## src/rtl/fetch_sequencer_if.sv

```systemverilog
// Fetch-side bundle: imem handshake, execute redirects, decode delivery and fault report.
// master = fetch_sequencer, slave = memory/execute/decode environment.
interface fetch_sequencer_if;
  logic        imem_req;
  logic [31:0] imem_addr;
  logic        imem_ack;
  logic [31:0] imem_rdata;
  logic        redirect_valid;
  logic [31:0] redirect_target;
  logic        stall;
  logic        inst_valid;
  logic [31:0] inst_out;
  logic [31:0] inst_pc;
  logic        fault;
  logic [1:0]  fault_cause;
  logic [31:0] fault_pc;

  modport master (
    output imem_req, imem_addr, inst_valid, inst_out, inst_pc, fault, fault_cause, fault_pc,
    input  imem_ack, imem_rdata, redirect_valid, redirect_target, stall
  );
  modport slave (
    input  imem_req, imem_addr, inst_valid, inst_out, inst_pc, fault, fault_cause, fault_pc,
    output imem_ack, imem_rdata, redirect_valid, redirect_target, stall
  );
endinterface

```

## src/rtl/fetch_sequencer.sv

```systemverilog
// PC owner and fetch sequencer: one outstanding imem request, one instruction held for decode,
// redirects absorbed mid-fetch via a kill flag, sticky misalign/timeout fault.
module fetch_sequencer #(
  parameter logic [31:0] RESET_PC = 32'h0000_0000,
  parameter int          MAX_WAIT = 15,
  parameter int          WAIT_W   = 4
) (
  input logic          clk,
  input logic          rst,
  fetch_sequencer_if.master bus
);
  typedef enum logic [1:0] {IDLE, REQ, DELIVER, FAULT} state_t;

  localparam logic [WAIT_W-1:0] WAIT_LAST = WAIT_W'(MAX_WAIT - 1);

  state_t            state;
  logic [31:0]       pc;
  logic [31:0]       ktgt;
  logic              kill;
  logic [WAIT_W-1:0] wcnt;
  logic              redir_bad;
  logic              redir_ok;

  assign redir_bad     = bus.redirect_valid && (bus.redirect_target[1:0] != 2'b00);
  assign redir_ok      = bus.redirect_valid && (bus.redirect_target[1:0] == 2'b00);
  assign bus.imem_addr = pc;

  always_ff @(posedge clk) begin
    if (rst) begin
      state           <= IDLE;
      pc              <= RESET_PC;
      ktgt            <= '0;
      kill            <= 1'b0;
      wcnt            <= '0;
      bus.imem_req    <= 1'b0;
      bus.inst_valid  <= 1'b0;
      bus.inst_out    <= '0;
      bus.inst_pc     <= '0;
      bus.fault       <= 1'b0;
      bus.fault_cause <= 2'b00;
      bus.fault_pc    <= '0;
    end else if (state != FAULT && redir_bad) begin
      // Misaligned target wins over everything, including an ack in the same cycle.
      state           <= FAULT;
      bus.fault       <= 1'b1;
      bus.fault_cause <= 2'b01;
      bus.fault_pc    <= bus.redirect_target;
      bus.imem_req    <= 1'b0;
      bus.inst_valid  <= 1'b0;
    end else begin
      case (state)
        IDLE: begin
          state        <= REQ;
          bus.imem_req <= 1'b1;
          if (redir_ok) pc <= bus.redirect_target;
        end
        REQ: begin
          if (bus.imem_ack) begin
            wcnt <= '0;
            if (redir_ok) begin
              pc   <= bus.redirect_target;
              kill <= 1'b0;
            end else if (kill) begin
              pc   <= ktgt;
              kill <= 1'b0;
            end else begin
              bus.inst_out   <= bus.imem_rdata;
              bus.inst_pc    <= pc;
              bus.inst_valid <= 1'b1;
              bus.imem_req   <= 1'b0;
              pc             <= pc + 32'd4;
              state          <= DELIVER;
            end
          end else if (wcnt == WAIT_LAST) begin
            state           <= FAULT;
            bus.fault       <= 1'b1;
            bus.fault_cause <= 2'b10;
            bus.fault_pc    <= pc;
            bus.imem_req    <= 1'b0;
          end else begin
            // Address must stay put until the ack; remember where to go afterwards.
            wcnt <= wcnt + 1'b1;
            if (redir_ok) begin
              kill <= 1'b1;
              ktgt <= bus.redirect_target;
            end
          end
        end
        DELIVER: begin
          if (redir_ok || !bus.stall) begin
            bus.inst_valid <= 1'b0;
            bus.imem_req   <= 1'b1;
            state          <= REQ;
            if (redir_ok) pc <= bus.redirect_target;
          end
        end
        FAULT: begin
        end
      endcase
    end
  end
endmodule

```

## src/flat_wrapper.sv

```systemverilog
// flat-port wrapper written by rule: the top's interface ports become plain ports
module fetch_sequencer_flat 
#(
  parameter logic [31:0] RESET_PC = 32'h0000_0000,
  parameter int          MAX_WAIT = 15,
  parameter int          WAIT_W   = 4
)
  (clk, rst, bus_imem_req, bus_imem_addr, bus_inst_valid, bus_inst_out, bus_inst_pc, bus_fault, bus_fault_cause, bus_fault_pc, bus_imem_ack, bus_imem_rdata, bus_redirect_valid, bus_redirect_target, bus_stall);
  fetch_sequencer_if bus_i ();
  input logic clk;
  input logic rst;
  output wire logic [$bits(bus_i.imem_req)-1:0] bus_imem_req;
  output wire logic [$bits(bus_i.imem_addr)-1:0] bus_imem_addr;
  output wire logic [$bits(bus_i.inst_valid)-1:0] bus_inst_valid;
  output wire logic [$bits(bus_i.inst_out)-1:0] bus_inst_out;
  output wire logic [$bits(bus_i.inst_pc)-1:0] bus_inst_pc;
  output wire logic [$bits(bus_i.fault)-1:0] bus_fault;
  output wire logic [$bits(bus_i.fault_cause)-1:0] bus_fault_cause;
  output wire logic [$bits(bus_i.fault_pc)-1:0] bus_fault_pc;
  input wire logic [$bits(bus_i.imem_ack)-1:0] bus_imem_ack;
  input wire logic [$bits(bus_i.imem_rdata)-1:0] bus_imem_rdata;
  input wire logic [$bits(bus_i.redirect_valid)-1:0] bus_redirect_valid;
  input wire logic [$bits(bus_i.redirect_target)-1:0] bus_redirect_target;
  input wire logic [$bits(bus_i.stall)-1:0] bus_stall;
  assign bus_imem_req = bus_i.imem_req;
  assign bus_imem_addr = bus_i.imem_addr;
  assign bus_inst_valid = bus_i.inst_valid;
  assign bus_inst_out = bus_i.inst_out;
  assign bus_inst_pc = bus_i.inst_pc;
  assign bus_fault = bus_i.fault;
  assign bus_fault_cause = bus_i.fault_cause;
  assign bus_fault_pc = bus_i.fault_pc;
  assign bus_i.imem_ack = bus_imem_ack;
  assign bus_i.imem_rdata = bus_imem_rdata;
  assign bus_i.redirect_valid = bus_redirect_valid;
  assign bus_i.redirect_target = bus_redirect_target;
  assign bus_i.stall = bus_stall;
  fetch_sequencer #(.RESET_PC(RESET_PC), .MAX_WAIT(MAX_WAIT), .WAIT_W(WAIT_W)) u_core (.clk(clk), .rst(rst), .bus(bus_i));
endmodule
```

## config.mk

```make
export PLATFORM = sky130hd
export DESIGN_NAME = fetch_sequencer_flat
export DESIGN_NICKNAME = d
export VERILOG_FILES = /design/src/rtl/fetch_sequencer_if.sv /design/src/rtl/fetch_sequencer.sv /design/src/flat_wrapper.sv
export SDC_FILE = /design/constraint.sdc
export NUM_CORES = 1
export LEC_CHECK = 0
export CORE_ASPECT_RATIO = 0.7
export CORE_MARGIN = 1.5
export CORE_UTILIZATION = 55
export CTS_BUF_LIST = sky130_fd_sc_hd__clkbuf_8
export DETAILED_ROUTE_END_ITERATION = 8
export GPL_ROUTABILITY_DRIVEN = 0
export PLACE_DENSITY = 0.89
export SYNTH_ARGS = -nofsm -noshare
export SYNTH_HDL_FRONTEND = slang
export SYNTH_SLANG_ARGS = --single-unit
```

## constraint.sdc

```tcl
create_clock -name clk -period 3.92 [get_ports clk]
set_input_delay 0.392 -clock clk [delete_from_list [all_inputs] [get_ports clk]]
set_output_delay 0.392 -clock clk [all_outputs]
set_load 0.1 [all_outputs]
```

==> impl_metrics.xml <==
<?xml version="1.0" encoding="UTF-8"?>
<metrics>
  <group name="run_status">
    <metric name="outcome" unit="">finished, final reports clean</metric>
  </group>
  <group name="grt">
    <metric name="grt.met1_usage" unit="%">39.77</metric>
    <metric name="use_met2" unit="%">47.84</metric>
    <metric name="first_global_vias" unit="">7039</metric>
    <metric name="antenna_found_initial" unit="">0</metric>
    <metric name="global_route_wire_length_before_repair" unit="µm">35980</metric>
    <metric name="grt-ovfl-total" unit="">0</metric>
    <metric name="grt_util_met3" unit="%">7.035</metric>
    <metric name="top_usage_layer" unit="">met2</metric>
    <metric name="grt_usage" unit="%">29.69</metric>
    <metric name="grt_max_degree" unit="">85</metric>
  </group>
  <group name="clock_tree">
    <metric name="clkTransAtPathRegs" unit="ps">90</metric>
    <metric name="holdBufCountCts" unit="">0</metric>
    <metric name="cts.repair_timing.setup_buffer_count" unit="">0</metric>
    <metric name="ctsRootBufferMaster" unit="">sky130_fd_sc_hd__clkbuf_8</metric>
    <metric name="h_tree_levels" unit="">4</metric>
    <metric name="cts_tree" unit="">done</metric>
    <metric name="numCtsBuffers" unit="">17</metric>
    <metric name="max_buffers_root_to_sink" unit="">2</metric>
    <metric name="clock_latency_reported_for_the_late_side_of_the_worst_skew_pair" unit="ps">450</metric>
    <metric name="tritoncts_num_sinks" unit="">172</metric>
    <metric name="post_cts_resized" unit="">0</metric>
  </group>
  <group name="logic_synthesis">
    <metric name="yosys_warnings" unit="">0</metric>
    <metric name="syn_std_cell_area" unit="µm²">7785</metric>
    <metric name="synthesized_area_per_cell" unit="µm²">8.092</metric>
    <metric name="synth_top_cells_by_area" unit="">sky130_fd_sc_hd__dfxtp_1 44%, sky130_fd_sc_hd__nand2_1 11%, sky130_fd_sc_hd__a21oi_1 7.9%, sky130_fd_sc_hd__mux2i_1 4.6%, sky130_fd_sc_hd__a211oi_1 4.1%</metric>
    <metric name="synth-seq-cells" unit="">172</metric>
    <metric name="synth-edff-count" unit="">0</metric>
    <metric name="postSynthNetCount" unit="">1034</metric>
    <metric name="synthCells" unit="">962</metric>
    <metric name="synth_async_sr_flop_share" unit="%">0</metric>
    <metric name="synth_top_area_cell" unit="">sky130_fd_sc_hd__dfxtp_1</metric>
    <metric name="ys_types" unit="">63</metric>
    <metric name="ys_seq_area_share" unit="%">44.23</metric>
    <metric name="synth_top_area_share" unit="%">44.23</metric>
    <metric name="yosys_most_used_dff" unit="">sky130_fd_sc_hd__dfxtp_1</metric>
  </group>
  <group name="worst_setup_path">
    <metric name="critPathTopFamily" unit="">buffers and inverters</metric>
    <metric name="slowest_stage" unit="">sky130_fd_sc_hd__clkdlybuf4s50_1</metric>
    <metric name="critical_path_required" unit="ps">3530</metric>
    <metric name="worstPathArrival" unit="ps">2330</metric>
    <metric name="worst_path_largest_cell_delay" unit="ps">1230</metric>
    <metric name="path_max_fanout" unit="">9</metric>
    <metric name="critPathCaptureType" unit="">output pin</metric>
    <metric name="critical_path.startpoint_type" unit="">flip-flop</metric>
    <metric name="ordered_cell_list_for_the_critical_path" unit="">clkdlybuf4s50_1</metric>
    <metric name="critPathKind" unit="">flip-flop to output pin</metric>
    <metric name="bufs_and_invs_on_worst_path" unit="">1</metric>
  </group>
  <group name="hold_path">
    <metric name="hold_class" unit="">input port to flip-flop</metric>
  </group>
  <group name="routing">
    <metric name="drt.antenna.violating_nets" unit="">0</metric>
    <metric name="finalWirelength" unit="µm">22470</metric>
    <metric name="drt_first_iter_violations" unit="">748</metric>
    <metric name="drcViolationCount" unit="">0</metric>
    <metric name="wire_per_inst" unit="µm">17.05</metric>
    <metric name="detailedRoute.firstPassIterationCount" unit="">5</metric>
    <metric name="num_vias" unit="">7679</metric>
    <metric name="post_drt_via_cell_ratio" unit="">5.826</metric>
  </group>
  <group name="floorplan">
    <metric name="io-pin-count" unit="">202</metric>
    <metric name="std_cell_rows" unit="">36</metric>
    <metric name="starting_density" unit="%">56.11</metric>
    <metric name="overall_die_height" unit="µm">102.5</metric>
    <metric name="fp.dieW" unit="µm">145.2</metric>
    <metric name="die_area" unit="µm²">14890</metric>
    <metric name="core_area" unit="µm²">13870</metric>
  </group>
  <group name="sta">
    <metric name="rsz0062_at_grt" unit="">false</metric>
    <metric name="period_minus_slack" unit="ps">2724</metric>
    <metric name="tightestPinTransition" unit="ps">1012</metric>
    <metric name="fin_setup_tns" unit="ps">0</metric>
    <metric name="setup_slack" unit="ps">1196</metric>
    <metric name="timing.final.hold_violations" unit="">0</metric>
    <metric name="final-setup-viol-count" unit="">0</metric>
    <metric name="finalHoldWorstSlack" unit="ps">180.8</metric>
    <metric name="fin_worst_skew" unit="ps">15.54</metric>
    <metric name="max_freq" unit="MHz">367.1</metric>
    <metric name="fin_crit_sh" unit="%">69.50</metric>
    <metric name="timing.slew.headroom" unit="%">32.35</metric>
    <metric name="finalMaxSlewViolations" unit="">0</metric>
  </group>
  <group name="flow_run">
    <metric name="maxCapViolCount" unit="">0</metric>
  </group>
  <group name="placed_design">
    <metric name="placedInstanceArea" unit="µm²">9781</metric>
    <metric name="numPortBuffers" unit="">201</metric>
    <metric name="dp_hpwl" unit="µm">14930</metric>
    <metric name="preCtsSetupSlack" unit="ps">1169</metric>
  </group>
  <group name="final_layout">
    <metric name="areaGrowthSynthToFinish" unit="%">31.13</metric>
    <metric name="layout-drive-gt1-share" unit="%">6.383</metric>
    <metric name="n_diodes" unit="">0</metric>
    <metric name="post-route-util" unit="%">73.58</metric>
    <metric name="postLayoutCellArea" unit="µm²">10210</metric>
    <metric name="fin_nets" unit="">1187</metric>
  </group>
  <group name="pwr">
    <metric name="cellLeakagePower" unit="nW">3.693</metric>
    <metric name="max-vdd-ir-drop" unit="µV">305.5</metric>
    <metric name="power.density_cell_area" unit="nW/µm²">427.6</metric>
  </group>
</metrics>
==> power breakdown <==
group / switching (mW) / internal [mW] / total, mW / leakage (nW)
Clock: 0.655 / 0.667 / 1.32 / 0.202
Combinational: 0.815 / 0.294 / 1.11 / 2.09
Sequential: 0.107 / 1.83 / 1.93 / 1.40
Total: 1.58 / 2.79 / 4.37 / 3.69
==> layout make-up <==
cell class / count / area (µm²)
Timing Repair Buffer: 215 / 2140
Tap cell: 190 / 237.7
Clock buffer: 19 / 261.5
Sequential cell: 172 / 3443
Inverter: 9 / 33.78
Fill cell: 1120 / 3665
Multi-Input combinational cell: 700 / 3926
Clock inverter: 13 / 166.4
==> layer usage <==
layer | vias up | part of all wire [%]
li1 | 3657 | -
met1 | 3614 | 43
met2 | 378 | 46
met3 | 30 | 9.1
met4 | 0 | 1.4
met5 | - | 0
==> cells in the final DEF, fill, tap and decap left out, types with 4 or more instances in the layout <==
cell / count
sky130_fd_sc_hd__nand3_1: 14
sky130_fd_sc_hd__and4_1: 4
sky130_fd_sc_hd__nor2_1: 62
sky130_fd_sc_hd__a311oi_1: 4
sky130_fd_sc_hd__or3_1: 4
sky130_fd_sc_hd__clkinvlp_4: 5
sky130_fd_sc_hd__and3_1: 11
sky130_fd_sc_hd__dfxtp_1: 172
sky130_fd_sc_hd__nand3_2: 4
sky130_fd_sc_hd__o21ai_0: 31
sky130_fd_sc_hd__o211ai_1: 11
sky130_fd_sc_hd__nor3_1: 11
sky130_fd_sc_hd__a21oi_1: 123
sky130_fd_sc_hd__a31oi_1: 12
sky130_fd_sc_hd__buf_4: 13
sky130_fd_sc_hd__a211oi_1: 43
sky130_fd_sc_hd__clkdlybuf4s50_1: 200
sky130_fd_sc_hd__xnor2_1: 5
sky130_fd_sc_hd__xor2_1: 8
sky130_fd_sc_hd__nand2_1: 226
sky130_fd_sc_hd__inv_1: 10
sky130_fd_sc_hd__mux2i_1: 36
sky130_fd_sc_hd__nand2b_1: 9
sky130_fd_sc_hd__o21a_1: 4
sky130_fd_sc_hd__nor2b_1: 6
sky130_fd_sc_hd__nand4_1: 11
sky130_fd_sc_hd__clkbuf_8: 19
==> cell families after synthesis <==
family	Yosys count	share of synthesized area, %
AOI/OAI and AO/OA	255	19.85
DFF	172	44.23
buffers and inverters	90	5.577
muxes	37	4.773
xor gates and xnor gates	13	1.463
and+or+nand+nor	392	23.63
adders and majority gates	3	0.4822
==> sequential cells by signal (all words and copies together), names as in the netlist <==
name	flops
u_core.state	2
u_core.kill	1
u_core.bus.inst_pc	32
u_core.ktgt	32
u_core.bus.imem_addr	32
u_core.bus.inst_out	32
u_core.bus.imem_req	1
u_core.bus.fault_cause	2
u_core.wcnt	4
u_core.bus.fault_pc	32
u_core.bus.fault	1
u_core.bus.inst_valid	1
==> through the flow <==
step / std cells / power (mW)
global route: 1318 / 4.517
CTS: 1318 / 4.378
global placement: 1286 / 3.056
floorplan: 962 / 2.753
finish: 1318 / 4.365
detailed placement: 1286 / 3.073
==> synth_stat cells (4+ instances only) <==
master,count
sky130_fd_sc_hd__nand2_1,226
sky130_fd_sc_hd__buf_2,22
sky130_fd_sc_hd__inv_1,9
sky130_fd_sc_hd__o211ai_1,11
sky130_fd_sc_hd__or3_1,4
sky130_fd_sc_hd__dfxtp_1,172
sky130_fd_sc_hd__and4_1,4
sky130_fd_sc_hd__mux2i_1,36
sky130_fd_sc_hd__a311oi_1,4
sky130_fd_sc_hd__buf_4,10
sky130_fd_sc_hd__xnor2_1,5
sky130_fd_sc_hd__nand3_1,15
sky130_fd_sc_hd__nor3_1,11
sky130_fd_sc_hd__nor2b_1,6
sky130_fd_sc_hd__clkbuf_1,44
sky130_fd_sc_hd__buf_6,4
sky130_fd_sc_hd__nand2b_1,9
sky130_fd_sc_hd__and3_1,11
sky130_fd_sc_hd__nor2_1,65
sky130_fd_sc_hd__a211oi_1,43
sky130_fd_sc_hd__xor2_1,8
sky130_fd_sc_hd__o21ai_0,31
sky130_fd_sc_hd__a21oi_1,123
sky130_fd_sc_hd__o21a_1,4
sky130_fd_sc_hd__nand4_1,11
sky130_fd_sc_hd__a31oi_1,12
==> path summary, 6_finish.rpt <==
check / start / slack, ps / cells past startpoint / to
worst min register to register: u_core.ktgt[8] / 450 / 2 / u_core.ktgt[8]
worst max register to register: u_core.state[0] / 1240 / 6 / u_core.bus.imem_addr[27]
worst min-delay path: rst / 180 / 2 / u_core.bus.inst_out[7]
worst max-delay path: u_core.bus.imem_addr[4] / 1200 / 1 / bus_imem_addr[4]
Power figures use the tool's default switching activity.
